## src/rtl/store_buffer.sv

```systemverilog
// -----------------------------------------------------------------------------
// store_buffer_pkg / store_buffer
//
// Posted-write buffer between the pipeline memory stage and DataMemory.
// Stores are accepted in a single cycle and queued in a DEPTH-entry FIFO.
// They drain to the single DataMemory port in any cycle that a load has not
// claimed the port. A load whose word address matches any queued store is
// stalled until that store has drained, so loads only ever see committed data.
//
// Ports
//   iClk, iRstN            clock (rising edge) / async active-low reset
//   iStoreValid/Type/Addr/Data, oStoreReady   store push side
//   iLoadValid, iLoadAddr, oLoadStall         load hazard check
//   iMemBusy                                  port claimed by a load this cycle
//   oMemWriteEn/Type/Address/Data             drain side to DataMemory
//   oEmpty                                    no queued stores (FENCE / halt)
// -----------------------------------------------------------------------------
package store_buffer_pkg;

  typedef enum logic [1:0] {
    SUB_NONE   = 2'd0,
    STORE_BYTE = 2'd1,
    STORE_HALF = 2'd2,
    STORE_WORD = 2'd3
  } InstructionSubTypes;

endpackage

module store_buffer
  import store_buffer_pkg::*;
#(
  parameter int DEPTH      = 4,
  parameter int DATA_WIDTH = 32
) (
  input  logic                  iClk,
  input  logic                  iRstN,
  input  logic                  iStoreValid,
  input  InstructionSubTypes    iStoreType,
  input  logic [31:0]           iStoreAddr,
  input  logic [DATA_WIDTH-1:0] iStoreData,
  output logic                  oStoreReady,
  input  logic                  iLoadValid,
  input  logic [31:0]           iLoadAddr,
  output logic                  oLoadStall,
  input  logic                  iMemBusy,
  output logic                  oMemWriteEn,
  output InstructionSubTypes    oMemType,
  output logic [31:0]           oMemAddress,
  output logic [DATA_WIDTH-1:0] oMemData,
  output logic                  oEmpty
);

  localparam int PTR_W = $clog2(DEPTH);

  localparam logic [PTR_W-1:0] PTR_ONE  = PTR_W'(1);
  localparam logic [PTR_W:0]   CNT_ONE  = (PTR_W+1)'(1);
  localparam logic [PTR_W:0]   CNT_ZERO = '0;
  localparam logic [PTR_W:0]   CNT_FULL = (PTR_W+1)'(DEPTH);

  InstructionSubTypes    entry_type [DEPTH];
  logic [31:0]           entry_addr [DEPTH];
  logic [DATA_WIDTH-1:0] entry_data [DEPTH];

  logic [PTR_W-1:0] head;
  logic [PTR_W-1:0] tail;
  logic [PTR_W:0]   count;

  logic push;
  logic drain;
  logic empty;
  logic hit;

  // Byte offset within the word plays no part in the hazard check.
  logic unused_load_lsb;
  assign unused_load_lsb = ^iLoadAddr[1:0];

  assign empty       = (count == CNT_ZERO);
  assign oEmpty      = empty;
  // Ready looks only at registered count, keeping iMemBusy off the push path.
  assign oStoreReady = (count != CNT_FULL);
  assign push        = iStoreValid && oStoreReady;
  assign drain       = !empty && !iMemBusy;
  assign oMemWriteEn = drain;

  assign oMemType    = empty ? SUB_NONE : entry_type[head];
  assign oMemAddress = empty ? '0       : entry_addr[head];
  assign oMemData    = empty ? '0       : entry_data[head];

  // An entry is live when its distance from head is below count. Only
  // registered entries are compared, so a same-cycle push never stalls
  // a load, while an entry draining this cycle still does.
  always_comb begin
    logic [PTR_W-1:0] offset;
    hit    = 1'b0;
    offset = '0;
    for (int i = 0; i < DEPTH; i++) begin
      offset = PTR_W'(i) - head;
      if (({1'b0, offset} < count) && (entry_addr[i][31:2] == iLoadAddr[31:2])) begin
        hit = 1'b1;
      end
    end
  end

  assign oLoadStall = iLoadValid && hit;

  always_ff @(posedge iClk or negedge iRstN) begin
    if (!iRstN) begin
      head  <= '0;
      tail  <= '0;
      count <= '0;
      for (int i = 0; i < DEPTH; i++) begin
        entry_type[i] <= SUB_NONE;
        entry_addr[i] <= '0;
        entry_data[i] <= '0;
      end
    end else begin
      if (push) begin
        entry_type[tail] <= iStoreType;
        entry_addr[tail] <= iStoreAddr;
        entry_data[tail] <= iStoreData;
        tail             <= tail + PTR_ONE;
      end
      if (drain) begin
        head <= head + PTR_ONE;
      end
      case ({push, drain})
        2'b10:   count <= count + CNT_ONE;
        2'b01:   count <= count - CNT_ONE;
        default: count <= count;
      endcase
    end
  end

endmodule

```

## config.mk

```make
export PLATFORM = sky130hd
export DESIGN_NAME = store_buffer
export DESIGN_NICKNAME = d
export VERILOG_FILES = /design/src/rtl/store_buffer.sv
export SDC_FILE = /design/constraint.sdc
export NUM_CORES = 1
export LEC_CHECK = 0
export ABC_AREA = 1
export CORE_MARGIN = 2
export CORE_UTILIZATION = 45
export DETAILED_ROUTE_END_ITERATION = 8
export PLACE_DENSITY = 0.7
export SLEW_MARGIN = 20
export SYNTH_ARGS = -nofsm -noshare
export SYNTH_HDL_FRONTEND = slang
export SYNTH_SLANG_ARGS = --single-unit
```

## constraint.sdc

```tcl
create_clock -name iClk -period 1.8 [get_ports iClk]
set_clock_uncertainty 0.05 [all_clocks]
set_input_delay 0.27 -clock iClk [delete_from_list [all_inputs] [get_ports iClk]]
set_output_delay 0.27 -clock iClk [all_outputs]
set_load 0.005 [all_outputs]
```

==> Yosys cells after proc, flatten, opt, wreduce, memory -nomap -nowiden <==
Index checks and enable logic that the tools add are counted.
Widths: inputs -> output; s select.
{ "word_totals": {"word_cells": 75, "regBits": 271, "input_bits": 103, "rom_bits": 0, "latch_bits": 0, "out_inout_bits": 70, "n_memories": 0, "ram_bits": 0} }
{ "classes": {"n_mul": 0, "eq_ne": 7, "magnitude_cmp": 7, "reduce_logical": 12, "mux": 24, "n_div": 0, "shifts": 0, "n_addsub": 8, "bitwise": 2} }
{ "ops": {"columns": ["operator", "n"], "rows": [
  ["$bwmux 128", 2],
  ["$mux 32", 7],
  ["$bmux 32 s2", 2],
  ["$eq 30x30->1", 4],
  ["$demux 32 s2", 1],
  ["$lt 2x3->1", 4],
  ["$bwmux 8", 1],
  ["$logic_and 1x1->1", 8],
  ["$mux 2", 4],
  ["$ge 3x3->1 const B", 2],
  ["$not 2->3", 2],
  ["$pmux 3 s2", 1],
  ["$add 2x1->2 const B", 2],
  ["$bmux 2 s2", 1],
  ["$demux 2 s2", 1],
  ["$mux 1", 4],
  ["$sub 1x2->2 const A", 2],
  ["$sub 2x2->2 const A", 2],
  ["$add 3x1->3 const B", 1],
  ["$logic_not 3->1", 1],
  ["$lt 3x1->1 const B", 1],
  ["$ne 3x3->1 const B", 1],
  ["$sub 3x1->3 const B", 1],
  ["$eq 2x1->1 const B", 1],
  ["3 further kinds", 4]
]} }

==> Longest topological paths before layout <==
{ "logic_depth": {"depth_word": 8, "mapped_depth": 15, "depth_no_buf": 14} }

==> Worst setup path after synthesis <==
OpenSTA, ideal clock, no wires.
{ "synth_path": {"path_type": "register to output", "from": "register head[0]", "to": "output port oLoadStall", "path_stages_with_launch": 16, "slack_ns": -0.225, "arrival_ns": 1.705, "cell_sequence": "dfrtp_1 -> inv_1 -> nor2_1 -> buf_2 -> nor2_1 -> inv_1 -> ha_1 -> nand2_1 -> nand2_1 -> nand2_1 -> nand3_1 -> nor2_1 -> nand3_1 -> nand2_1 -> nor2_1 -> nor2_1"} }
{ "synth_via": {"elab_chain_len": 8} }
{ "synth_rtl": {"columns": ["item", "line_no", "source"], "rows": [
  ["start, declared", "64", "logic [PTR_W-1:0] head;"],
  ["start signal, assigned", "124", "head <= head + PTR_ONE;"],
  ["$sub 1x2->2", "97", "offset = PTR_W'(i) - head;"],
  ["$lt 2x3->1", "98", "if (({1'b0, offset} < count) && (entry_addr[i][31:2] == iLoadAddr[31:2])) begin"],
  ["$logic_and 1x1->1", "98", null],
  ["$mux 1 (3 in series)", "98", null],
  ["$mux 1 *", "98", null],
  ["$logic_and 1x1->1 *", "104", "assign oLoadStall = iLoadValid && hit;"],
  ["end, declared", "44", "output logic oLoadStall,"]
]} }
Every way passes the cells marked *; elsewhere a longest branch is shown, timed or not.

==> Worst setup path after layout <==
{ "layout_path": {"from": "register head[1]", "to": "output port oLoadStall"} }
Same word-level chain as after synthesis.

==> summary.txt <==
Synthesis
  • Syn Nets: 1543
  • Post-synth EDFFs: 0
  • Post-Synthesis Mean Instance Area: 9.50 um^2
  • Largest cells by area after synthesis: dfrtp_1 (50%), mux2_2 (10%), nand2_1 (6.3%)
  • Yosys top cell by area: dfrtp_1
  • Top cell type's share of synthesized area: 0.499
  • Asr flop ratio synth: 1.00
  • Syn. warnings: 0
  • #FFs+latches synth: 271
  • Post-synthesis instance area: around 0.014 mm^2
  • Top FF cell, synth: dfrtp_1
  • Sequential share of the synthesized area: 0.499
  • Post-synth cell types: 28
  • Post-synthesis cell count: 1430

Global route
  • Largest net degree at the start of global routing: 70
  • Vias in the first global route: ~12000
  • Initial antenna violation count: 3
  • Remaining Overflow, GRT: 0
  • Global-route wire length before repair: 65.8 mm
  • All-Layer GR Usage: 0.266

Routing
  • Drt wl/cell: approximately 22 um
  • M1 WL: 19.4 mm
  • Number of routed nets with antenna violations: 0
  • 1st-iter DRT viols: 1074
  • Vias: 12500
  • Final wirelength: 49.2 mm
  • Top Layer Used: met5
  • Drt first pass iters: 5
  • Number of remaining DRC errors: 0
  • Met2 WL: ~24 mm
  • Met3 WL post-DR: 3.67 mm
  • Vias per cell: 5.57

Setup path
  • Startpoint Class: register
  • Critical path class: reg2out
  • Bufs and invs on worst path: 3
  • Critical Path RT: 1.48 ns
  • Crit path cell chain: inv_2 -> buf_4 -> ha_1 -> nor2_1 -> a22oi_2 -> nand3_1 -> nor2_1 -> nand3_1 -> nand2_1 -> nor2_2 -> nor2_1 -> buf_2
  • Worst path most repeated cell: nor2_1
  • Max stage delay on crit path: 0.43 ns
  • Crit path max-delay family: simple AND/OR/NAND/NOR gates
  • CP max FO: 2
  • Slowest CP cell: dfrtp_1
  • Crit path DAT: roughly 2.5 ns
  • CP Capture Type: output port

Clock tree
  • H-Tree Depth: 1
  • CTS tree: yes
  • Root Buffer: clkbuf_16
  • CTS Buf Count: 30
  • Sink Count: 271
  • Clk_lat worst skew: 0.56 ns
  • CTS max path bufs: 3
  • Clock Pin Slew Worst Setup and Hold Paths: 0.06 ns

Die
  • DIE AREA: 0.0316 mm^2
  • I/O pins: 173
  • Die span in x: 178 um
  • Core Region: 0.0297 mm^2
  • Chip height: about 180 um
  • Starting density of the core: 0.457
  • Cell row count: 63

Power
  • PD cells: 2050 mW/mm^2
  • Max VDD drop: 1.15 mV
  • LEAKAGE: 9.32 nW

Place
  • GPL Wtd Cong: 0.846
  • Cell count after placement: between 2000 and 2500
  • Buffers on Ports: 170
  • DP Wirelength: 23.8 mm
  • Pre-CTS setup slack: -0.878 ns

Hold path
  • Hold crit path type: in2async

STA
  • Setup-failing EPs final: 335
  • Final worst-path cycle share: 1.54
  • Peak Freq: 361 MHz
  • Sum Neg Setup Slack: -122.14 ns
  • Slew HR: 0.738
  • Max Slew Vio Count: 0
  • RSZ-0062 raised after global routing: yes
  • Worst slew pin tran: between 0.3 and 0.4 ns
  • Min Tclk post-route: 2.77 ns
  • Smallest hold slack: around 0.18 ns
  • Hold Vio Cnt, Final: 0
  • Final setup margin: -0.973 ns

Cells and area
  • Area of the multi-input gates: 0.00712 mm^2
  • Commonest non-fill, non-tap cell in the layout: dfrtp_1
  • Fillers: 1979
  • Layout cell share with drive strength beyond 1: 0.369
  • Final instance count without filler cells: 2236
  • Commonest non-fill, non-tap cells in the layout: dfrtp_1 (270), nand2_1 (221), inv_1 (161), buf_4 (136), o21ai_0 (128)
  • Area Growth Syn to Fin: 53.9%
  • Layout Nets: 1939
  • Register Area: 0.00678 mm^2

Run status
  • Status: finished, violations left
  • Failing checks: setup timing

Run
  • Max-cap check violation count: 0
-- final cells by class --
cell class / instances / area share
multi-input cells: 900 / 0.340
flip-flops and latches: 271 / 0.324
clock buffers: 44 / 0.0413
inverters: 168 / 0.0309
diodes: 2 / 0.000239
repair buffers: 455 / 0.237
clock inverters: 6 / 0.00281
well taps: 390 / 0.0233
-- cells in the mapped netlist, types with 4 or more instances --
| library cell | n |
|---|---|
| o21ai_1 | 10 |
| nand2_1 | 228 |
| nand4_1 | 9 |
| nor3_1 | 5 |
| xor2_1 | 43 |
| inv_1 | 167 |
| ha_1 | 9 |
| mux2_1 | 4 |
| nand3_1 | 12 |
| clkbuf_1 | 39 |
| buf_6 | 4 |
| buf_2 | 21 |
| xnor2_1 | 60 |
| nor2_4 | 4 |
| nor2_1 | 124 |
| dfrtp_1 | 271 |
| buf_1 | 4 |
| o21ai_0 | 132 |
| buf_4 | 23 |
| mux2_2 | 121 |
| o22ai_1 | 66 |
| a221oi_1 | 66 |
-- routing by layer --
layer,GRT usage,up-vias
met3,0.0480,145
met2,0.448,584
met4,0.0970,2
met5,0,-
met1,0.344,6177
li1,-,5548
-- report_power, final --
group	switching (mW)	internal, mW
logic	12.2	13.5
clock network	2.49	3.43
registers	2.12	9.18
total	16.8	26.1
-- flip-flops by register name, summed over array words and instances (netlist names) --
| register | cells |
|---|---|
| entry_addr | 128 |
| entry_data | 128 |
| entry_type | 8 |
| count | 3 |
| head | 2 |
| tail | 2 |
-- repair_timing --
item                                    4_1_cts  5_1_grt
endpoints found under the hold margin       173        0
pin swaps                                    63      115
resized for setup                           385      249
cloned                                       14       17
hold buffers                                  1        0
buffers inserted                             70       66
endpoints found under the setup margin       73      333
-- worst paths after layout --
kind	start	endpoint	slack (ns)	cells past startpoint
hold reg to reg	entry_data[117]	entry_data[117]	0.48	1
setup / recovery	head[1]	oLoadStall	-0.97	12
max in group asynchronous	iRstN	head[0]	0.78	3
hold / removal	iRstN	entry_addr[102]	0.18	2
setup reg to reg	count[1]	count[2]	-0.37	12
min in group iClk	iStoreData[3]	entry_data[35]	0.31	3
-- through the flow --
step                instance area [um^2]  power (mW)  utilization
floorplan                          13600        19.9            -
global placement                   16800        27.7        0.564
global route                       20900        45.1        0.704
CTS                                19300        37.9        0.651
finish                             20900        42.9        0.704
detailed placement                 16800        28.1        0.564
-- cells by family after synthesis --
family	synth area share
xor+xnor	0.0664
flops	0.499
buf+inv	0.0820
mux	0.104
fa+ha+maj	0.00976
simple gates	0.112
compound gates	0.127
Note: power is estimated with default switching activity, not from simulation.
